--- config.mk ---
export PLATFORM = sky130hd
export DESIGN_NAME = credit_accumulator_flat
export DESIGN_NICKNAME = d
export VERILOG_FILES = /design/src/rtl/credit_accumulator_if.sv /design/src/rtl/credit_accumulator.sv /design/src/flat_wrapper.sv
export SDC_FILE = /design/constraint.sdc
export NUM_CORES = 1
export LEC_CHECK = 0
export CAP_MARGIN = 20
export CORE_ASPECT_RATIO = 0.9
export CORE_MARGIN = 2
export CORE_UTILIZATION = 45
export CTS_CLUSTER_DIAMETER = 120
export DETAILED_ROUTE_END_ITERATION = 10
export GPL_TIMING_DRIVEN = 0
export PLACE_DENSITY_LB_ADDON = 0.1
export SYNTH_ARGS = -nofsm -noshare
export SYNTH_HDL_FRONTEND = slang
export SYNTH_SLANG_ARGS = --single-unit
--- constraint.sdc ---
create_clock -name clk -period 2.7 [get_ports clk]
set_input_delay 0.405 -clock clk [delete_from_list [all_inputs] [get_ports clk]]
set_output_delay 0.405 -clock clk [all_outputs]
set_load 0.05 [all_outputs]
--- src/rtl/credit_accumulator_if.sv ---
// Coin/vend/refund bus for credit_accumulator.
// Master drives coin/vend/cancel requests; slave returns credit, pulses, change, busy.
interface credit_accumulator_if #(
   parameter int COIN_W   = 4,
   parameter int CREDIT_W = 8
);
   logic                coin_valid;
   logic [COIN_W-1:0]   coin;
   logic                vend_req;
   logic [CREDIT_W-1:0] price;
   logic                cancel;
   logic [CREDIT_W-1:0] credit;
   logic                coin_accept;
   logic                coin_reject;
   logic                vend_ok;
   logic                vend_deny;
   logic                change_valid;
   logic [CREDIT_W-1:0] change;
   logic                busy;

   modport master (
      output coin_valid, coin, vend_req, price, cancel,
      input  credit, coin_accept, coin_reject, vend_ok, vend_deny,
      input  change_valid, change, busy
   );

   modport slave (
      input  coin_valid, coin, vend_req, price, cancel,
      output credit, coin_accept, coin_reject, vend_ok, vend_deny,
      output change_valid, change, busy
   );
endinterface

--- src/rtl/credit_accumulator.sv ---
// Vending credit accumulator: accepts coins, vends against credit, refunds change.
// Ports: clk, rst (sync, active-high), bus (credit_accumulator_if.slave).
module credit_accumulator #(
   parameter int COIN_W          = 4,
   parameter int CREDIT_W        = 8,
   parameter int MAX_CREDIT      = 50,
   parameter int DISPENSE_CYCLES = 3,
   parameter int AUTO_CHANGE     = 1
) (
   input logic               clk,
   input logic               rst,
   credit_accumulator_if.slave bus
);
   localparam int CNT_W = (DISPENSE_CYCLES > 1) ? $clog2(DISPENSE_CYCLES) : 1;
   localparam logic [CNT_W-1:0] CNT_LAST = CNT_W'(DISPENSE_CYCLES - 1);
   localparam logic [CREDIT_W:0] MAX_W = (CREDIT_W+1)'(MAX_CREDIT);

   typedef enum logic [1:0] {
      IDLE     = 2'd0,
      DISPENSE = 2'd1,
      RETURN   = 2'd2
   } state_t;

   state_t              state_q, state_d;
   logic [CREDIT_W-1:0] credit_q, credit_d;
   logic [CNT_W-1:0]    cnt_q, cnt_d;
   logic                acc_q, acc_d;
   logic                rej_q, rej_d;
   logic                ok_q, ok_d;
   logic                deny_q, deny_d;
   logic                cv_q, cv_d;
   logic [CREDIT_W-1:0] change_q, change_d;
   logic [CREDIT_W:0]   sum;

   // One extra bit so an overflowing sum is seen as over the ceiling
   assign sum = {1'b0, credit_q} + (CREDIT_W+1)'(bus.coin);

   always_comb begin
      state_d  = state_q;
      credit_d = credit_q;
      cnt_d    = cnt_q;
      acc_d    = 1'b0;
      rej_d    = 1'b0;
      ok_d     = 1'b0;
      deny_d   = 1'b0;
      cv_d     = 1'b0;
      change_d = '0;
      unique case (state_q)
         IDLE: begin
            if (bus.cancel) begin
               rej_d  = bus.coin_valid;
               deny_d = bus.vend_req;
               if (credit_q != '0) begin
                  state_d  = RETURN;
                  cv_d     = 1'b1;
                  change_d = credit_q;
                  credit_d = '0;
               end
            end else if (bus.vend_req) begin
               rej_d = bus.coin_valid;
               if (bus.price <= credit_q) begin
                  ok_d     = 1'b1;
                  credit_d = credit_q - bus.price;
                  cnt_d    = '0;
                  state_d  = DISPENSE;
               end else begin
                  deny_d = 1'b1;
               end
            end else if (bus.coin_valid) begin
               if (bus.coin != '0 && sum <= MAX_W) begin
                  acc_d    = 1'b1;
                  credit_d = sum[CREDIT_W-1:0];
               end else begin
                  rej_d = 1'b1;
               end
            end
         end
         DISPENSE: begin
            rej_d  = bus.coin_valid;
            deny_d = bus.vend_req;
            if (cnt_q == CNT_LAST) begin
               cnt_d = '0;
               if (AUTO_CHANGE == 1 && credit_q != '0) begin
                  state_d  = RETURN;
                  cv_d     = 1'b1;
                  change_d = credit_q;
                  credit_d = '0;
               end else begin
                  state_d = IDLE;
               end
            end else begin
               cnt_d = cnt_q + 1'b1;
            end
         end
         RETURN: begin
            rej_d   = bus.coin_valid;
            deny_d  = bus.vend_req;
            state_d = IDLE;
         end
         default: state_d = IDLE;
      endcase
   end

   always_ff @(posedge clk) begin
      if (rst) begin
         state_q  <= IDLE;
         credit_q <= '0;
         cnt_q    <= '0;
         acc_q    <= 1'b0;
         rej_q    <= 1'b0;
         ok_q     <= 1'b0;
         deny_q   <= 1'b0;
         cv_q     <= 1'b0;
         change_q <= '0;
      end else begin
         state_q  <= state_d;
         credit_q <= credit_d;
         cnt_q    <= cnt_d;
         acc_q    <= acc_d;
         rej_q    <= rej_d;
         ok_q     <= ok_d;
         deny_q   <= deny_d;
         cv_q     <= cv_d;
         change_q <= change_d;
      end
   end

   assign bus.credit       = credit_q;
   assign bus.coin_accept  = acc_q;
   assign bus.coin_reject  = rej_q;
   assign bus.vend_ok      = ok_q;
   assign bus.vend_deny    = deny_q;
   assign bus.change_valid = cv_q;
   assign bus.change       = change_q;
   assign bus.busy         = (state_q != IDLE);
endmodule

--- src/flat_wrapper.sv ---
// flat-port wrapper written by rule: the top's interface ports become plain ports
module credit_accumulator_flat 
#(
   parameter int COIN_W          = 4,
   parameter int CREDIT_W        = 8,
   parameter int MAX_CREDIT      = 50,
   parameter int DISPENSE_CYCLES = 3,
   parameter int AUTO_CHANGE     = 1
)
  (clk, rst, bus_coin_valid, bus_coin, bus_vend_req, bus_price, bus_cancel, bus_credit, bus_coin_accept, bus_coin_reject, bus_vend_ok, bus_vend_deny, bus_change_valid, bus_change, bus_busy);
  credit_accumulator_if #(.COIN_W(COIN_W), .CREDIT_W(CREDIT_W)) bus_i ();
  input logic clk;
  input logic rst;
  input wire logic [$bits(bus_i.coin_valid)-1:0] bus_coin_valid;
  input wire logic [$bits(bus_i.coin)-1:0] bus_coin;
  input wire logic [$bits(bus_i.vend_req)-1:0] bus_vend_req;
  input wire logic [$bits(bus_i.price)-1:0] bus_price;
  input wire logic [$bits(bus_i.cancel)-1:0] bus_cancel;
  output wire logic [$bits(bus_i.credit)-1:0] bus_credit;
  output wire logic [$bits(bus_i.coin_accept)-1:0] bus_coin_accept;
  output wire logic [$bits(bus_i.coin_reject)-1:0] bus_coin_reject;
  output wire logic [$bits(bus_i.vend_ok)-1:0] bus_vend_ok;
  output wire logic [$bits(bus_i.vend_deny)-1:0] bus_vend_deny;
  output wire logic [$bits(bus_i.change_valid)-1:0] bus_change_valid;
  output wire logic [$bits(bus_i.change)-1:0] bus_change;
  output wire logic [$bits(bus_i.busy)-1:0] bus_busy;
  assign bus_i.coin_valid = bus_coin_valid;
  assign bus_i.coin = bus_coin;
  assign bus_i.vend_req = bus_vend_req;
  assign bus_i.price = bus_price;
  assign bus_i.cancel = bus_cancel;
  assign bus_credit = bus_i.credit;
  assign bus_coin_accept = bus_i.coin_accept;
  assign bus_coin_reject = bus_i.coin_reject;
  assign bus_vend_ok = bus_i.vend_ok;
  assign bus_vend_deny = bus_i.vend_deny;
  assign bus_change_valid = bus_i.change_valid;
  assign bus_change = bus_i.change;
  assign bus_busy = bus_i.busy;
  credit_accumulator #(.COIN_W(COIN_W), .CREDIT_W(CREDIT_W), .MAX_CREDIT(MAX_CREDIT), .DISPENSE_CYCLES(DISPENSE_CYCLES), .AUTO_CHANGE(AUTO_CHANGE)) u_core (.clk(clk), .rst(rst), .bus(bus_i));
endmodule
==> results of run 1 <==
power by group:
group          internal (mW)  switching, mW
clock network          0.103          0.116
registers              0.403         0.0449
logic                  0.351          0.419
total                  0.857          0.580
routing by layer:
| metal | up-vias | share of wire (%) |
|---|---|---|
| met5 | - | 0 |
| met4 | 0 | 0.89 |
| met3 | 4 | 5.0 |
| met2 | 54 | 44 |
| met1 | 757 | 50 |
| li1 | 865 | - |
final timing paths:
kind	start	endpoint	slack [ns]	cells after the start
setup / recovery	bus_price[0]	u_core.bus.credit[3]	0.07	10
hold / removal	u_core.bus.credit[0]	u_core.bus.change[0]	0.53	1
setup reg to reg	u_core.bus.credit[0]	u_core.bus.credit[3]	0.15	10
hold reg to reg	u_core.bus.credit[0]	u_core.bus.change[0]	0.53	1
Yosys cell counts, types with 2 or more instances:
| cell type | number |
|---|---|
| mux2i_1 | 6 |
| nor2_1 | 20 |
| fa_1 | 2 |
| nand2b_1 | 9 |
| a21oi_1 | 9 |
| o211ai_1 | 2 |
| nand2_1 | 8 |
| ha_1 | 15 |
| dfxtp_1 | 25 |
| nor3_1 | 5 |
| or4_1 | 3 |
| and2_1 | 8 |
| inv_1 | 16 |
| clkbuf_1 | 6 |
| xnor2_1 | 3 |
| o31a_1 | 3 |
| o21a_1 | 7 |
| mux2_4 | 3 |
| o21ai_1 | 4 |
| o21ai_0 | 8 |
| nor2b_1 | 7 |
| nand3b_1 | 3 |
| nand3_1 | 4 |
| o22ai_1 | 2 |
| a31oi_1 | 4 |
| xor2_1 | 4 |
| or3_1 | 2 |
| nor2_2 | 2 |
cell type report:
| type | count | area [um2] | area share, % |
|---|---|---|---|
| multi-input combinational | 167 | 1320 | 53.5 |
| clock buffer | 3 | 41.3 | 1.67 |
| inverter | 18 | 67.6 | 2.73 |
| clock inverter | 1 | 5.00 | 0.203 |
| tap | 46 | 57.6 | 2.33 |
| sequential | 25 | 508 | 20.6 |
| buffer | 6 | 22.5 | 0.911 |
| timing repair buffer | 46 | 447 | 18.1 |
worst max-delay path: stages:
cell	delay [ns]
clkdlybuf4s50_1	0.41
ha_2	0.19
fa_2	0.38
nor2b_4	0.13
o31a_1	0.16
o21a_1	0.18
o22ai_4	0.09
a31o_4	0.25
a21oi_4	0.24
mux2_4	0.33
flip-flops by register name (all words and copies together), names as in the netlist:
signal,count
u_core.bus.change,8
u_core.bus.change_valid,1
u_core.bus.coin_accept,1
u_core.bus.coin_reject,1
u_core.bus.credit,8
u_core.bus.vend_deny,1
u_core.bus.vend_ok,1
u_core.cnt_q,2
u_core.state_q,2
logic make-up (layout without fill, tap and decap cells):
kind of cell / count (synthesis) / count (layout) / share of synthesized area [%]
AO/OA/AOI/OAI: 55 / 55 / 22.5
XOR/XNOR: 7 / 7 / 3.35
adder cells (fa/ha/maj): 17 / 17 / 12.4
buffers and inverters: 24 / 74 / 4.92
flip-flops: 25 / 25 / 27.3
multiplexers: 10 / 10 / 6.35
AND/OR/NAND/NOR: 78 / 78 / 23.2
repair_timing:
item                       in CTS  in global routing
buffers inserted                8                  2
setup endpoints to repair      10                  8
pin swaps                       5                  5
cloned                          0                  0
gates resized for setup         7                  8
through the flow:
stage / util, % / hold slack, ns
global placement: 59.8 / 0.509
CTS: 63.5 / 0.532
detailed placement: 59.8 / 0.519
global route: 64.9 / 0.544
floorplan: - / 0.492
finish: 64.9 / 0.526
layout by cell type (no fill, tap or decap), types with 3 or more instances in the layout:
master           count
clkdlybuf4s50_1     34
dfxtp_1             23
nor2_1              20
inv_1               16
ha_1                11
nand2b_1             9
buf_4                9
a21oi_1              8
nand2_1              8
o21ai_0              8
and2_1               8
o21a_1               7
clkbuf_1             6
nor2b_1              6
nor3_1               5
mux2i_1              5
nand3_1              4
xor2_1               4
a31oi_1              4
o21ai_1              4
xnor2_1              3
or4_1                3
o31a_1               3
nand3b_1             3
mux2_4               3
ha_4                 3
clkbuf_8             3
==> flow_metrics.env, run 1 <==
export IMPL_grt_pass1_wl_um=7130
export IMPL_htree_levels=1
export IMPL_top_usage_layer="met2"
export IMPL_grtUsageMet3_pct=1.56
export IMPL_status="finished, final reports clean"
export IMPL_detail_route_wl_per_cell_um=13.7
export IMPL_grt_use_total_pct=19.1
export IMPL_worstMarginPinSlew_ns=0.626
export IMPL_core_area_um2=3810
export IMPL_cts_tree="yes"
export IMPL_gr_total_overflow=0
export IMPL_drc=0
export IMPL_startpoint_type="input pin"
export IMPL_synth_distinct_cells=54
export IMPL_cts_hold_buf=0
export IMPL_yosys_warnings=0
export IMPL_place_inst=298
export IMPL_row_count=21
export IMPL_worst_endpoint_required_ns=2.85
export IMPL_p_leak_nw=0.995
export IMPL_syn_nets=250
export IMPL_grt_use_met2_pct=30.8
export IMPL_finalSetupViolCount=0
export IMPL_final_setup_worst_slack_ns=0.0724
export IMPL_fin_total_pwr_mw=1.44
export IMPL_placed_area_um2=2280
export IMPL_drive_gt1_share_pct=15.0
export IMPL_power_density_nw_per_um2=582
export IMPL_grt_pass1_vias=1553
export IMPL_yosys_area_top_type="dfxtp_1"
export IMPL_root_buffer="clkbuf_8"
export IMPL_fin_tns_setup_ns=0
export IMPL_slew_violations=0
export IMPL_cts_made_buffers=3
export IMPL_ys_async_sr_fraction_pct=0
export IMPL_syn_area_per_cell_um2=8.48
export IMPL_rsz0062_at_grt="no"
export IMPL_die_width_um=71.3
export IMPL_synth_top_cell_area_share_pct=27.3
export IMPL_synth_area_um2=1830
export IMPL_clock_skew_ns=0.0137
export IMPL_met1_usage_pct=27.3
export IMPL_maxCapViolCount=0
export IMPL_clock_sinks=25
export IMPL_ant_nets=0
export IMPL_vias=1680
export IMPL_synth_cells=216
export IMPL_post_route_period_util_pct=97.3
export IMPL_first_iter_violations=83
export IMPL_fmax_mhz=381
export IMPL_start_util_pct=48.1
export IMPL_area_growth_pct=34.9
export IMPL_critPathKind="in2reg"
export IMPL_antenna_cells=0
export IMPL_cts_clk_slew_worst_paths_ns=0.08
export IMPL_clk_path_buf_depth=2
export IMPL_antenna_found_initial=0
export IMPL_clock_latency_ns=0.27
export IMPL_cp_max_fo=5
export IMPL_ir_drop_mv=0.232
export IMPL_io_pins=39
export IMPL_synthTopCellsByArea="dfxtp_1 (27%), ha_1 (10%), nor2_1 (4.1%)"
export IMPL_ys_ff_latch=25
export IMPL_grt_max_degree=15
export IMPL_viasPerCell=5.38
export IMPL_cp_arrival_ns=2.78
export IMPL_hold_class="reg2reg"
export IMPL_portBuffers=36
export IMPL_synth_flop_cell="dfxtp_1"
export IMPL_drt_pass1_iter_count=4
export IMPL_dp_slack_ns=-0.581
export IMPL_finalHoldViolations=0
export IMPL_max_slew_margin_rel_pct=58.0
export IMPL_fillers=339
export IMPL_hpwl_um=3240
export IMPL_fin_cells=312
export IMPL_wl_um=4260
export IMPL_die_y_um=64.5
export IMPL_period_needed_ns=2.63
export IMPL_ys_seq_area_share_pct=27.3
export IMPL_synth_edf_count=0
export IMPL_die_area_um2=4600
export IMPL_nNetsFinal=301
export IMPL_stdcell_area_um2=2470
export IMPL_cp_end_kind="flip-flop"
export IMPL_gp_congestion=0.860
No activity file was read; power rests on OpenSTA's default activity.
==> inputs of run 2 (changes only) <==
==> constraint.sdc (replaced) <==
create_clock -name clk -period 3 [get_ports clk]
set_input_delay 0.45 -clock clk [delete_from_list [all_inputs] [get_ports clk]]
set_output_delay 0.45 -clock clk [all_outputs]
set_load 0.05 [all_outputs]
==> run 2 against run 1 <==
- global-route usage rose by 1.1 points
- utilization fell by 2.5 points
- clock-buffer cell count did not move
- cell count fell by 0.96%
- register-to-register slack improved by 0.14 ns
- via count rose by 2.3%
- wire length rose by 3.6%
- clock power fell by 6%
==> flow_metrics.env, run 2 (same netlist as run 1, synthesis figures left out) <==
export IMPL_vias=1718
export IMPL_clk_path_buf_depth=2
export IMPL_portBuffers=36
export IMPL_clock_skew_ns=0.00626
export IMPL_worstMarginPinSlew_ns=0.603
export IMPL_intPower_mw=0.737
export IMPL_worst_endpoint_required_ns=3.17
export IMPL_cp_end_kind="flip-flop"
export IMPL_grt_pass1_wl_um=7470
export IMPL_startpoint_type="input pin"
export IMPL_drive_gt1_share_pct=12.2
export IMPL_power_density_nw_per_um2=529
export IMPL_die_area_um2=4600
export IMPL_drt_pass1_iter_count=4
export IMPL_combPwrFrac_pct=51.4
export IMPL_viasPerCell=5.56
export IMPL_hold_class="reg2reg"
export IMPL_hpwl_um=3240
export IMPL_p_clk_share_pct=16.3
export IMPL_post_route_period_util_pct=94.4
export IMPL_gr_total_overflow=0
export IMPL_rsz0062_at_grt="no"
export IMPL_critPathKind="in2reg"
export IMPL_die_width_um=71.3
export IMPL_layout_commonest_cell="clkdlybuf4s50_1"
export IMPL_period_needed_ns=2.83
export IMPL_fin_total_pwr_mw=1.26
export IMPL_seqPwrFrac_pct=32.3
export IMPL_clock_latency_ns=0.27
export IMPL_final_cell_mix="clkdlybuf4s50_1 (35), dfxtp_1 (23), nor2_1 (20)"
export IMPL_swShare_pct=41.4
export IMPL_antenna_cells=0
export IMPL_ir_drop_mv=0.488
export IMPL_power_switching_mw=0.520
export IMPL_clock_sinks=25
export IMPL_fin_tns_setup_ns=0
export IMPL_wl_um=4420
export IMPL_multi_input_area_um2=1260
export IMPL_fmax_mhz=353
export IMPL_drc=0
export IMPL_status="finished, final reports clean"
export IMPL_cts_made_buffers=3
export IMPL_cp_arrival_ns=3.00
export IMPL_detail_route_wl_per_cell_um=14.3
export IMPL_first_iter_violations=56
export IMPL_area_growth_pct=29.7
export IMPL_htree_levels=1
export IMPL_finalSetupViolCount=0
export IMPL_root_buffer="clkbuf_8"
export IMPL_grt_max_degree=16
export IMPL_grt_pass1_vias=1587
export IMPL_die_y_um=64.5
export IMPL_fillers=358
export IMPL_antenna_found_initial=0
export IMPL_nNetsFinal=298
export IMPL_cts_clk_slew_worst_paths_ns=0.09
export IMPL_cp_max_fo=7
export IMPL_io_pins=39
export IMPL_max_slew_margin_rel_pct=59.5
export IMPL_cts_tree="yes"
export IMPL_row_count=21
export IMPL_maxCapViolCount=0
export IMPL_gp_congestion=0.903
export IMPL_slew_violations=0
export IMPL_grt_use_total_pct=20.2
export IMPL_start_util_pct=48.1
export IMPL_finalHoldViolations=0
export IMPL_ant_nets=0
export IMPL_seqCellArea_um2=503
export IMPL_p_leak_nw=0.985
export IMPL_core_area_um2=3810
==> run 2: changes by cell type in the layout (fill, tap and decap cells not counted), moves of 2 or more <==
cell,delta
ha_4,-3
ha_1,+3
dfxtp_2,+2
buf_4,-3
dfxtp_4,-2
==> run 2: final cells by class <==
type / instances / share of cell area (%)
multi-input cells: 167 / 52.9
flip-flops and latches: 25 / 21.2
repair buffers: 43 / 17.6
inverters: 18 / 2.84
well taps: 46 / 2.42
clock buffers: 3 / 1.74
plain buffers: 6 / 0.948
clock inverters: 1 / 0.316
==> run 2: worst max-delay path, stage by stage <==
cell and delay (ns):
clkdlybuf4s50_1 0.40, ha_1 0.21, fa_1 0.41, nor2b_2 0.16, o31a_1 0.16, o21a_1 0.15, o22ai_2 0.15, a31o_2 0.31
a21oi_4 0.26, mux2_4 0.33
==> run 2: what timing repair did <==
item / 4_1_cts / 5_1_grt
endpoints found under the hold margin: 0 / 0
setup buffers: 5 / 2
setup endpoints to repair: 8 / 7
gates resized for setup: 3 / 4
hold buffers: 0 / 0
pin swaps: 2 / 5
==> run 2: final timing paths <==
check	slack, ns	start	depth (start not counted)	to
setup / recovery	0.17	bus_price[0]	10	u_core.bus.credit[4]
hold / removal	0.53	u_core.bus.credit[0]	2	u_core.bus.credit[0]
setup reg to reg	0.29	u_core.bus.credit[0]	10	u_core.bus.credit[4]
hold reg to reg	0.53	u_core.bus.credit[0]	2	u_core.bus.credit[0]
==> run 2: layer usage <==
metal  track usage (%)  share of wire (%)  wire length, um  vias to the layer above
met1              29.5                 49             2180                      798
met5                 0                  0                0                        -
li1                  -                  -                -                      860
met4              2.83               0.57               25                        0
met2              31.0                 44             1940                       54
met3              4.51                6.1              270                        6
==> run 2: power by group through the flow <==
stage / Combinational (mW) / Clock (mW) / Sequential (mW)
floorplan: 0.364 / 0 / 0.484
global placement: 0.591 / 0 / 0.414
detailed placement: 0.594 / 0 / 0.414
CTS: 0.628 / 0.211 / 0.406
global route: 0.700 / 0.223 / 0.412
finish: 0.646 / 0.205 / 0.405
==> run 2: metrics by stage <==
| step | cells | setup slack [ns] | util (%) | hold WS [ns] | cell area (um2) |
|---|---|---|---|---|---|
| 2_1_floorplan | 216 | 0.0759 | - | 0.492 | 1830 |
| 3_3_place_gp | 298 | -0.513 | 59.1 | 0.509 | 2250 |
| 3_5_place_dp | 298 | -0.539 | 59.1 | 0.521 | 2250 |
| 4_1_cts | 307 | 0.00262 | 61.6 | 0.534 | 2350 |
| 5_1_grt | 309 | 0.0459 | 62.4 | 0.558 | 2380 |
| 6_report | 309 | 0.168 | 62.4 | 0.532 | 2380 |
==> inputs of run 3 (changes only) <==
--- a/config.mk
+++ b/config.mk
@@ -13,6 +13,7 @@
 export DETAILED_ROUTE_END_ITERATION = 10
 export GPL_TIMING_DRIVEN = 0
 export PLACE_DENSITY_LB_ADDON = 0.1
+export SLEW_MARGIN = 20
 export SYNTH_ARGS = -nofsm -noshare
 export SYNTH_HDL_FRONTEND = slang
 export SYNTH_SLANG_ARGS = --single-unit
==> results of run 3 <==
The final DEF is identical to that of run 2; final timing and power are the same.
